File: config.mk
export PLATFORM = sky130hd
export DESIGN_NAME = sisc_rf_trace
export DESIGN_NICKNAME = d
export VERILOG_FILES = /design/src/rtl/sisc_rf_trace.sv
export SDC_FILE = /design/constraint.sdc
export NUM_CORES = 1
export LEC_CHECK = 0
export CORE_ASPECT_RATIO = 0.5
export CORE_UTILIZATION = 40
export DETAILED_ROUTE_END_ITERATION = 8
export GPL_TIMING_DRIVEN = 0
export PLACE_DENSITY_LB_ADDON = 0.3
export SYNTH_ARGS = -nofsm -noshare
export SYNTH_HDL_FRONTEND = slang
export SYNTH_SLANG_ARGS = --single-unit
File: constraint.sdc
create_clock -name clk -period 8.8 [get_ports clk]
set_input_delay 1.32 -clock clk [delete_from_list [all_inputs] [get_ports clk]]
set_output_delay 1.32 -clock clk [all_outputs]
set_load 0.01 [all_outputs]
File: src/rtl/sisc_rf_trace.sv
// sisc_rf_trace: trace capture unit for the SISC register file.
// Snoops the register-file write port and keeps a timestamped record of
// writes to watched registers. With CHANGE_ONLY set, it records only writes
// that change a register's value. Records are buffered in a show-ahead FIFO
// that is drained through rd_valid/rd_ack.
module sisc_rf_trace #(
    parameter int DATA_W = 32,
    parameter int ADDR_W = 4,
    parameter int DEPTH  = 16,
    parameter int TS_W   = 16,
    parameter logic [(1<<ADDR_W)-1:0] WATCH_MASK = 16'h000E,
    parameter bit CHANGE_ONLY = 1'b1,
    parameter bit WRAP        = 1'b0
) (
    input  logic                         clk,
    input  logic                         rst_f,
    input  logic                         arm,
    input  logic                         clr,
    input  logic                         rf_we,
    input  logic [ADDR_W-1:0]            rf_waddr,
    input  logic [DATA_W-1:0]            rf_wdata,
    input  logic                         rd_ack,
    output logic                         rd_valid,
    output logic [TS_W-1:0]              rd_ts,
    output logic [ADDR_W-1:0]            rd_addr,
    output logic [DATA_W-1:0]            rd_data,
    output logic [$clog2(DEPTH+1)-1:0]   count,
    output logic                         overflow,
    output logic [1:0]                   state
);

    // state    | meaning
    // IDLE     | not capturing; waits for arm
    // CAPTURE  | watched writes are recorded into the FIFO
    // FROZEN   | FIFO overflowed in stop-on-full mode; only clr or reset leave

    localparam int NREG  = 1 << ADDR_W;
    localparam int PTR_W = $clog2(DEPTH);
    localparam int CNT_W = $clog2(DEPTH + 1);

    typedef enum logic [1:0] {
        ST_IDLE    = 2'd0,
        ST_CAPTURE = 2'd1,
        ST_FROZEN  = 2'd2
    } state_t;

    state_t              st;
    logic [TS_W-1:0]     ts;
    logic [DATA_W-1:0]   shadow [NREG];
    logic [TS_W-1:0]     mem_ts   [DEPTH];
    logic [ADDR_W-1:0]   mem_addr [DEPTH];
    logic [DATA_W-1:0]   mem_data [DEPTH];
    logic [PTR_W-1:0]    rptr;
    logic [PTR_W-1:0]    wptr;

    logic is_full;
    logic is_empty;
    logic changed;
    logic event_hit;
    logic pop;
    logic push;
    logic drop_oldest;
    logic lost;

    // Decode this cycle's event and the resulting FIFO actions.
    always_comb begin
        is_full     = (count == CNT_W'(DEPTH));
        is_empty    = (count == '0);
        changed     = (rf_wdata != shadow[rf_waddr]);
        event_hit   = (st == ST_CAPTURE) && rf_we && WATCH_MASK[rf_waddr] &&
                      (!CHANGE_ONLY || changed);
        pop         = rd_ack && !is_empty;
        // A full FIFO still accepts the event if the head leaves this cycle,
        // or in wrap mode, where the oldest entry is sacrificed instead.
        push        = event_hit && (!is_full || pop || WRAP);
        drop_oldest = event_hit && is_full && !pop && WRAP;
        lost        = event_hit && is_full && !pop;
    end

    // Free-running timestamp, wraps naturally.
    always_ff @(posedge clk) begin
        if (!rst_f) ts <= '0;
        else        ts <= ts + TS_W'(1);
    end

    // Last written value per register, tracked for every write regardless of mask or state.
    always_ff @(posedge clk) begin
        if (!rst_f) begin
            for (int i = 0; i < NREG; i++) shadow[i] <= '0;
        end else if (rf_we) begin
            shadow[rf_waddr] <= rf_wdata;
        end
    end

    // FIFO storage; contents need no reset because count qualifies them.
    always_ff @(posedge clk) begin
        if (rst_f && !clr && push) begin
            mem_ts[wptr]   <= ts;
            mem_addr[wptr] <= rf_waddr;
            mem_data[wptr] <= rf_wdata;
        end
    end

    // FIFO pointers, occupancy, sticky overflow and capture state machine.
    always_ff @(posedge clk) begin
        if (!rst_f) begin
            rptr     <= '0;
            wptr     <= '0;
            count    <= '0;
            overflow <= 1'b0;
            st       <= ST_IDLE;
        end else if (clr) begin
            rptr     <= '0;
            wptr     <= '0;
            count    <= '0;
            overflow <= 1'b0;
            st       <= ST_IDLE;
        end else begin
            if (push)
                wptr <= wptr + PTR_W'(1);
            if (pop || drop_oldest)
                rptr <= rptr + PTR_W'(1);
            if (push && !pop && !drop_oldest)
                count <= count + CNT_W'(1);
            else if (pop && !push)
                count <= count - CNT_W'(1);
            if (lost)
                overflow <= 1'b1;

            case (st)
                ST_IDLE: begin
                    if (arm) st <= ST_CAPTURE;
                end
                ST_CAPTURE: begin
                    if (lost && !WRAP) st <= ST_FROZEN;
                    else if (!arm)     st <= ST_IDLE;
                end
                ST_FROZEN: st <= ST_FROZEN;
                default:   st <= ST_IDLE;
            endcase
        end
    end

    assign rd_valid = !is_empty;
    assign rd_ts    = mem_ts[rptr];
    assign rd_addr  = mem_addr[rptr];
    assign rd_data  = mem_data[rptr];
    assign state    = st;

endmodule

==> impl_metrics.ini, run 1 <==
[sta]
relSlewSlack_pct = 2.150
timing.final.crit_share_pct = 88.13
setup_violations = 0
period_needed_ns = 7.755
rsz0062_at_grt = no
drv_slew = 0
fmax_ghz = 0.1289
tns_ns = 0
setup_ws_ns = 1.045
final-hold-violation-count = 0
tightest_slew_ns = 1.468
skew_ns = 0.02861

[yosys]
synth_area_leaders = edfxtp_1 72%, mux4_2 15%, and2_1 5.9%
synth_top_cell_area_share_pct = 71.50
synth_cell_type_count = 46
synth-edff-count = 1344
synth_area_mm2 = 0.05644
yosysMostFrequentCell = edfxtp_1
ys_seq_elements = 1380
yosys_warnings = 0
synthCells = 2857
syn-mean-instance-area_um2 = 19.76
ys.flop_type = edfxtp_1
syn-num-nets = 2910
async_reset_ff_share_pct = 0
synth_top_cell_by_area = edfxtp_1
ys_seq_area_share_pct = 72.78
netlist_top_cells_count = 1344 x edfxtp_1, 530 x and2_1, 372 x mux4_2, 145 x clkbuf_1, 112 x mux2i_1

[clock_tree]
clock-sinks = 1380
clock_latency_ns = 0.75
post-cts-setup-buffers = 0
cts_tree = yes
cts_made_buffers = 130
clk_pin_slew_ns = 0.06
cts_resized = 0
cts_max_path_buffers = 3
cts_root_buf = clkbuf_16
h-tree-depth = 4
hold_buffers = 0

[power_and_ir_drop]
p_leak_nw = 20.92
p_per_area_mw_per_mm2 = 209.8
ir_drop_v = 0.0001869

[routing]
drc = 0
drt_wl_total_mm = 140.0
drtIter0Drc = 2937
wl_per_cell_um = 27.42
avgViaCountPerCell = 5.480
num_vias = 27990
firstDrtPassIters = 5
antenna_left = 0

[placement]
placed_cell_area_mm2 = 0.06086
pre_cts_ws_ns = 0.3835
place_hpwl_mm = 87.66
port_buffers = 102
place.gp.congestion = 0.8336

[worst_hold_path]
hold_start = overflow$_SDFFE_PP0P_
hp-class = flip-flop to flip-flop

[critical_path]
arrival_ns = 8.41
cpMaxStageDelayCell = clkdlybuf4s50_1
setup.worst_path.start = rf_waddr[3]
crit_family = buffers and inverters
slowest_delay_ns = 1.18
crit_type = input port to flip-flop
critPathCaptureType = flip-flop
crit_chain = clkdlybuf4s50_1 -> buf_2 -> buf_1 -> mux4_2 -> mux2i_1 -> xor2_1 -> nand4_1 -> nor4_1 -> o211ai_1 -> o21ai_2 -> nor2_2 -> buf_2 -> ha_1 -> inv_1 -> ha_1 -> a21o_1 -> a21oi_1 -> xnor2_1 -> or3_1 -> a21oi_1
cp_num_buf_inv = 5
cp_max_fo = 22
worst_ep_required_time_ns = 9.45
startpoint_type = input port
reg2reg_from = shadow[11][30]$_SDFFCE_PN0P_

[die]
fp-row-count = 97
die-area_mm2 = 0.1427
die_height_um = 267.6
chipWidth_um = 533.2
start_util_pct = 40.30
coreArea_mm2 = 0.1401
pin_count = 103

[cells_and_area]
fillCellCount = 11670
design_area_mm2 = 0.06508
layout-drive-gt1-share_pct = 20.40
final_core_util_pct = 46.46
nets = 3176
diodes = 0
syn2layout_area_growth_pct = 15.29

[global_route]
grt_pass1_vias = 28580
grt_max_degree = 42
grt_use_total_pct = 19.74
antenna_found_initial = 1
grt_pass1_wl_mm = 201.0
grt_overflow = 0

[flow_run]
drv_cap = 0

[status]
status = finished, final reports clean
## cell usage in the layout, fill, tap and decap left out, types with 35 or more instances in the layout
cell / count
edfxtp_1: 1344
and2_1: 530
mux4_2: 372
clkbuf_1: 178
clkbuf_16: 140
mux2i_1: 112
clkdlybuf4s50_1: 102
xor2_1: 39
dfxtp_1: 36
nor2_1: 35
## registers in the layout, summed over array words and instances, names as in the netlist, named ones only
name / flops
ts: 16
count: 5
mem_data: 512
mem_ts: 256
wptr: 4
mem_addr: 64
rptr: 4
shadow: 512
overflow: 1
state: 2
## stage by stage
step                      power (mW)  hold WS [ns]  std cells
after CTS                      13.73        0.4723       5107
after global routing           14.01        0.5115       5107
after floorplan                7.852        0.4573       2857
after detailed placement       8.162        0.4569       4872
after global placement         8.132        0.4560       4840
final                          13.66        0.4653       5107
## layer usage
layer	vias to the layer above	part of all wire (%)	track usage [%]
met5	-	0	0
met4	0	2.3	6.020
met3	173	6.0	3.111
met2	873	49	32.31
met1	15080	43	27.30
li1	11860	-	-
## power by group
group	switching, mW	total (mW)	internal (mW)
logic	0.403	0.651	0.248
clock network	2.42	5.63	3.22
registers	0.0431	7.37	7.33
## worst register-to-register path, cell delays in order, from the launching register on
cell      delay [ns]
edfxtp_1        0.37
mux4_2          0.48
mux2i_1         0.18
xor2_1          0.44
nand4_1         0.23
nor4_1          0.43
o211ai_1        0.40
o21ai_2         0.34
nor2_2          0.13
buf_2           0.25
ha_1            0.25
inv_1           0.12
ha_1            0.28
a21o_1          0.17
a21oi_1         0.19
xnor2_1         0.10
or3_1           0.31
a21oi_1         0.15
## logic make-up after synthesis
logic type	count (synthesis)	synth area share, %
xor+xnor	53	0.8224
simple gates	652	7.038
flops	1380	72.78
mux	484	16.83
compound gates	68	0.7138
buf+inv	209	1.561
fa+ha+maj	11	0.2571
## layout make-up
cell class	instances	area (um^2)	share of cell area, %
inverter	10	37.54	0.05768
clock buffer	180	3714	5.706
sequential	1380	41080	63.13
multi-input combinational	1268	14740	22.66
clock inverter	55	499.2	0.7671
tap	1881	2354	3.617
buffer	199	844.6	1.298
timing repair buffer	134	1804	2.772
## path summary, 6_finish.rpt
| kind | depth (start not counted) | endpoint | slack [ns] |
|---|---|---|---|
| max | 20 | count[4]$_SDFFE_PP0P_ | 1.04 |
| min | 2 | overflow$_SDFFE_PP0P_ | 0.47 |
| max reg2reg | 17 | count[4]$_SDFFE_PP0P_ | 3.90 |
| min reg2reg | 2 | overflow$_SDFFE_PP0P_ | 0.47 |
Note: power is estimated with default switching activity, not from simulation.
==> run 2, diff against run 1 <==
RECOVER_POWER = 100   (was default)
==> run 2 against run 1 <==
The run now ends with capacitance limit, slew limit left. Fmax shrank 3.7%. Wire length about the same. Hold slack got worse by 0.0050 ns. Via count is 0.26% lower. Setup slack worse by 0.30 ns.
==> impl_metrics.ini, run 2 (synthesis results as in run 1) <==
[cells_and_area]
design_area_mm2 = 0.06454
nets = 3176
layout_commonest_cell = edfxtp_1
syn2layout_area_growth_pct = 14.34
reg.largest.list = mem_data x512, shadow x512, mem_ts x256
layout-drive-gt1-share_pct = 18.94
final_cell_mix = 1344 x edfxtp_1, 372 x mux4_2, 288 x and2_0
final_core_util_pct = 46.08

[power_and_ir_drop]
p_per_area_mw_per_mm2 = 211.3
ir_drop_v = 0.0001866
p_leak_nw = 20.51
p_clk_share_pct = 41.4
combPwrFrac_pct = 4.6
swShare_pct = 21.00
power_frac_seq_pct = 54.1
intPower_mw = 10.78
p_sw_mw = 2.865

[die]
die_height_um = 267.6
start_util_pct = 40.30
die-area_mm2 = 0.1427
coreArea_mm2 = 0.1401
pin_count = 103
fp-row-count = 97
chipWidth_um = 533.2

[placement]
place_hpwl_mm = 87.66
place.gp.congestion = 0.8336
port_buffers = 102
placed_cell_area_mm2 = 0.06086

[sta]
fmax_ghz = 0.1242
skew_ns = 0.02725
setup_violations = 0
relSlewSlack_pct = -59.71
timing.final.crit_share_pct = 91.48
drv_slew = 302
period_needed_ns = 8.050
rsz0062_at_grt = no
final-hold-violation-count = 0
tightest_slew_ns = 2.371

[routing]
antenna_left = 0
wl_met2_mm = 67.81
wl_met1_mm = 60.42
drc = 0
drt_wl_total_mm = 139.9
firstDrtPassIters = 5
wl_per_cell_um = 27.39
avgViaCountPerCell = 5.464
dr_wl_met3_mm = 8.361
num_vias = 27910
drtIter0Drc = 3099
top_layer_used = met4

[critical_path]
arrival_ns = 8.40
crit_type = input port to flip-flop
worst_ep_required_time_ns = 9.15
critPathCaptureType = flip-flop
cp_max_fo = 41
reg2reg_from = shadow[11][30]$_SDFFCE_PN0P_
r2r_cells = 11
startpoint_type = input port
rr_endpoint = mem_addr[6][2]$_DFFE_PP_
reg2reg_slack_ns = 3.89

[clock_tree]
cts_made_buffers = 130
h-tree-depth = 4
hold_buffers = 0
clock_latency_ns = 0.75
cts_resized = 0
cts_max_path_buffers = 3
clock-sinks = 1380
clk_pin_slew_ns = 0.06
cts_root_buf = clkbuf_16
post-cts-setup-buffers = 0
cts_tree = yes

[global_route]
grt_use_total_pct = 19.74
grt_pass1_wl_mm = 201.0
antenna_found_initial = 10
grt_max_degree = 42
grt_pass1_vias = 28580
grt_overflow = 0

[worst_hold_path]
hp-class = flip-flop to flip-flop
hold_depth = 2
min_to = overflow$_SDFFE_PP0P_
hold_start = overflow$_SDFFE_PP0P_

[status]
status = complete, but fails checks
violations = capacitance limit, slew limit

[flow_run]
drv_cap = 23
==> run 2: worst max-delay path, stage by stage <==
cell,delay [ns]
dlygate4sd3_1,0.84
clkbuf_1,0.65
clkbuf_1,0.63
clkbuf_1,1.03
buf_2,0.51
mux2i_1,0.15
mux2i_1,0.40
xor2_1,0.25
nor4_2,0.06
nand4_1,0.26
o21ai_2,0.13
nor2_2,0.25
buf_2,0.24
and3_1,0.68
clkbuf_4,0.88
==> run 2: power by group through the flow <==
stage	Combinational [mW]	Sequential [mW]	Clock, mW
final	0.624	7.37	5.64
after global routing	0.657	7.38	5.95
after CTS	0.651	7.37	5.71
after detailed placement	0.649	7.51	0
after global placement	0.610	7.52	0
after floorplan	0.350	7.50	0
==> run 2: metrics by stage <==
stage / setup TNS, ns / cells / total power, mW / hold WS [ns] / setup WS (ns)
after detailed placement: 0 / 4872 / 8.162 / 0.4569 / 0.3835
final: 0 / 5109 / 13.64 / 0.4603 / 0.7497
after floorplan: 0 / 2857 / 7.852 / 0.4573 / 3.502
after global placement: -782.22 / 4840 / 8.132 / 0.4560 / -0.8140
after global routing: 0 / 5107 / 13.99 / 0.5084 / 0.4640
after CTS: 0 / 5107 / 13.73 / 0.4723 / 1.159
==> run 2: final cells by class <==
type | instances | area (um^2)
Timing Repair Buffer | 134 | 1526
Fill cell | 11740 | 75520
Sequential cell | 1380 | 41080
Clock buffer | 180 | 3714
Clock inverter | 55 | 499.2
Antenna cell | 2 | 5.005
Inverter | 10 | 37.54
Buffer | 199 | 840.8
Multi-Input combinational cell | 1268 | 14480
Tap cell | 1881 | 2354
==> run 2: worst max-delay path by stage <==
stage	cells after the start	end	slack (ns)	startpoint
6_report	15	mem_addr[6][2]$_DFFE_PP_	0.75	rf_waddr[1]
5_1_grt	15	mem_addr[6][2]$_DFFE_PP_	0.46	rf_waddr[1]
4_1_cts	20	count[4]$_SDFFE_PP0P_	1.16	rf_waddr[3]
3_5_place_dp	20	count[4]$_SDFFE_PP0P_	0.38	rf_waddr[3]
3_3_place_gp	13	mem_addr[8][2]$_DFFE_PP_	-0.81	rf_waddr[3]
2_1_floorplan	6	shadow[10][0]$_SDFFCE_PN0P_	3.50	rf_waddr[1]
==> run 2: layer usage <==
| metal | vias up | track usage, % |
|---|---|---|
| li1 | 11850 | - |
| met1 | 14920 | 27.30 |
| met2 | 949 | 32.31 |
| met3 | 196 | 3.111 |
| met4 | 0 | 6.020 |
| met5 | - | 0 |
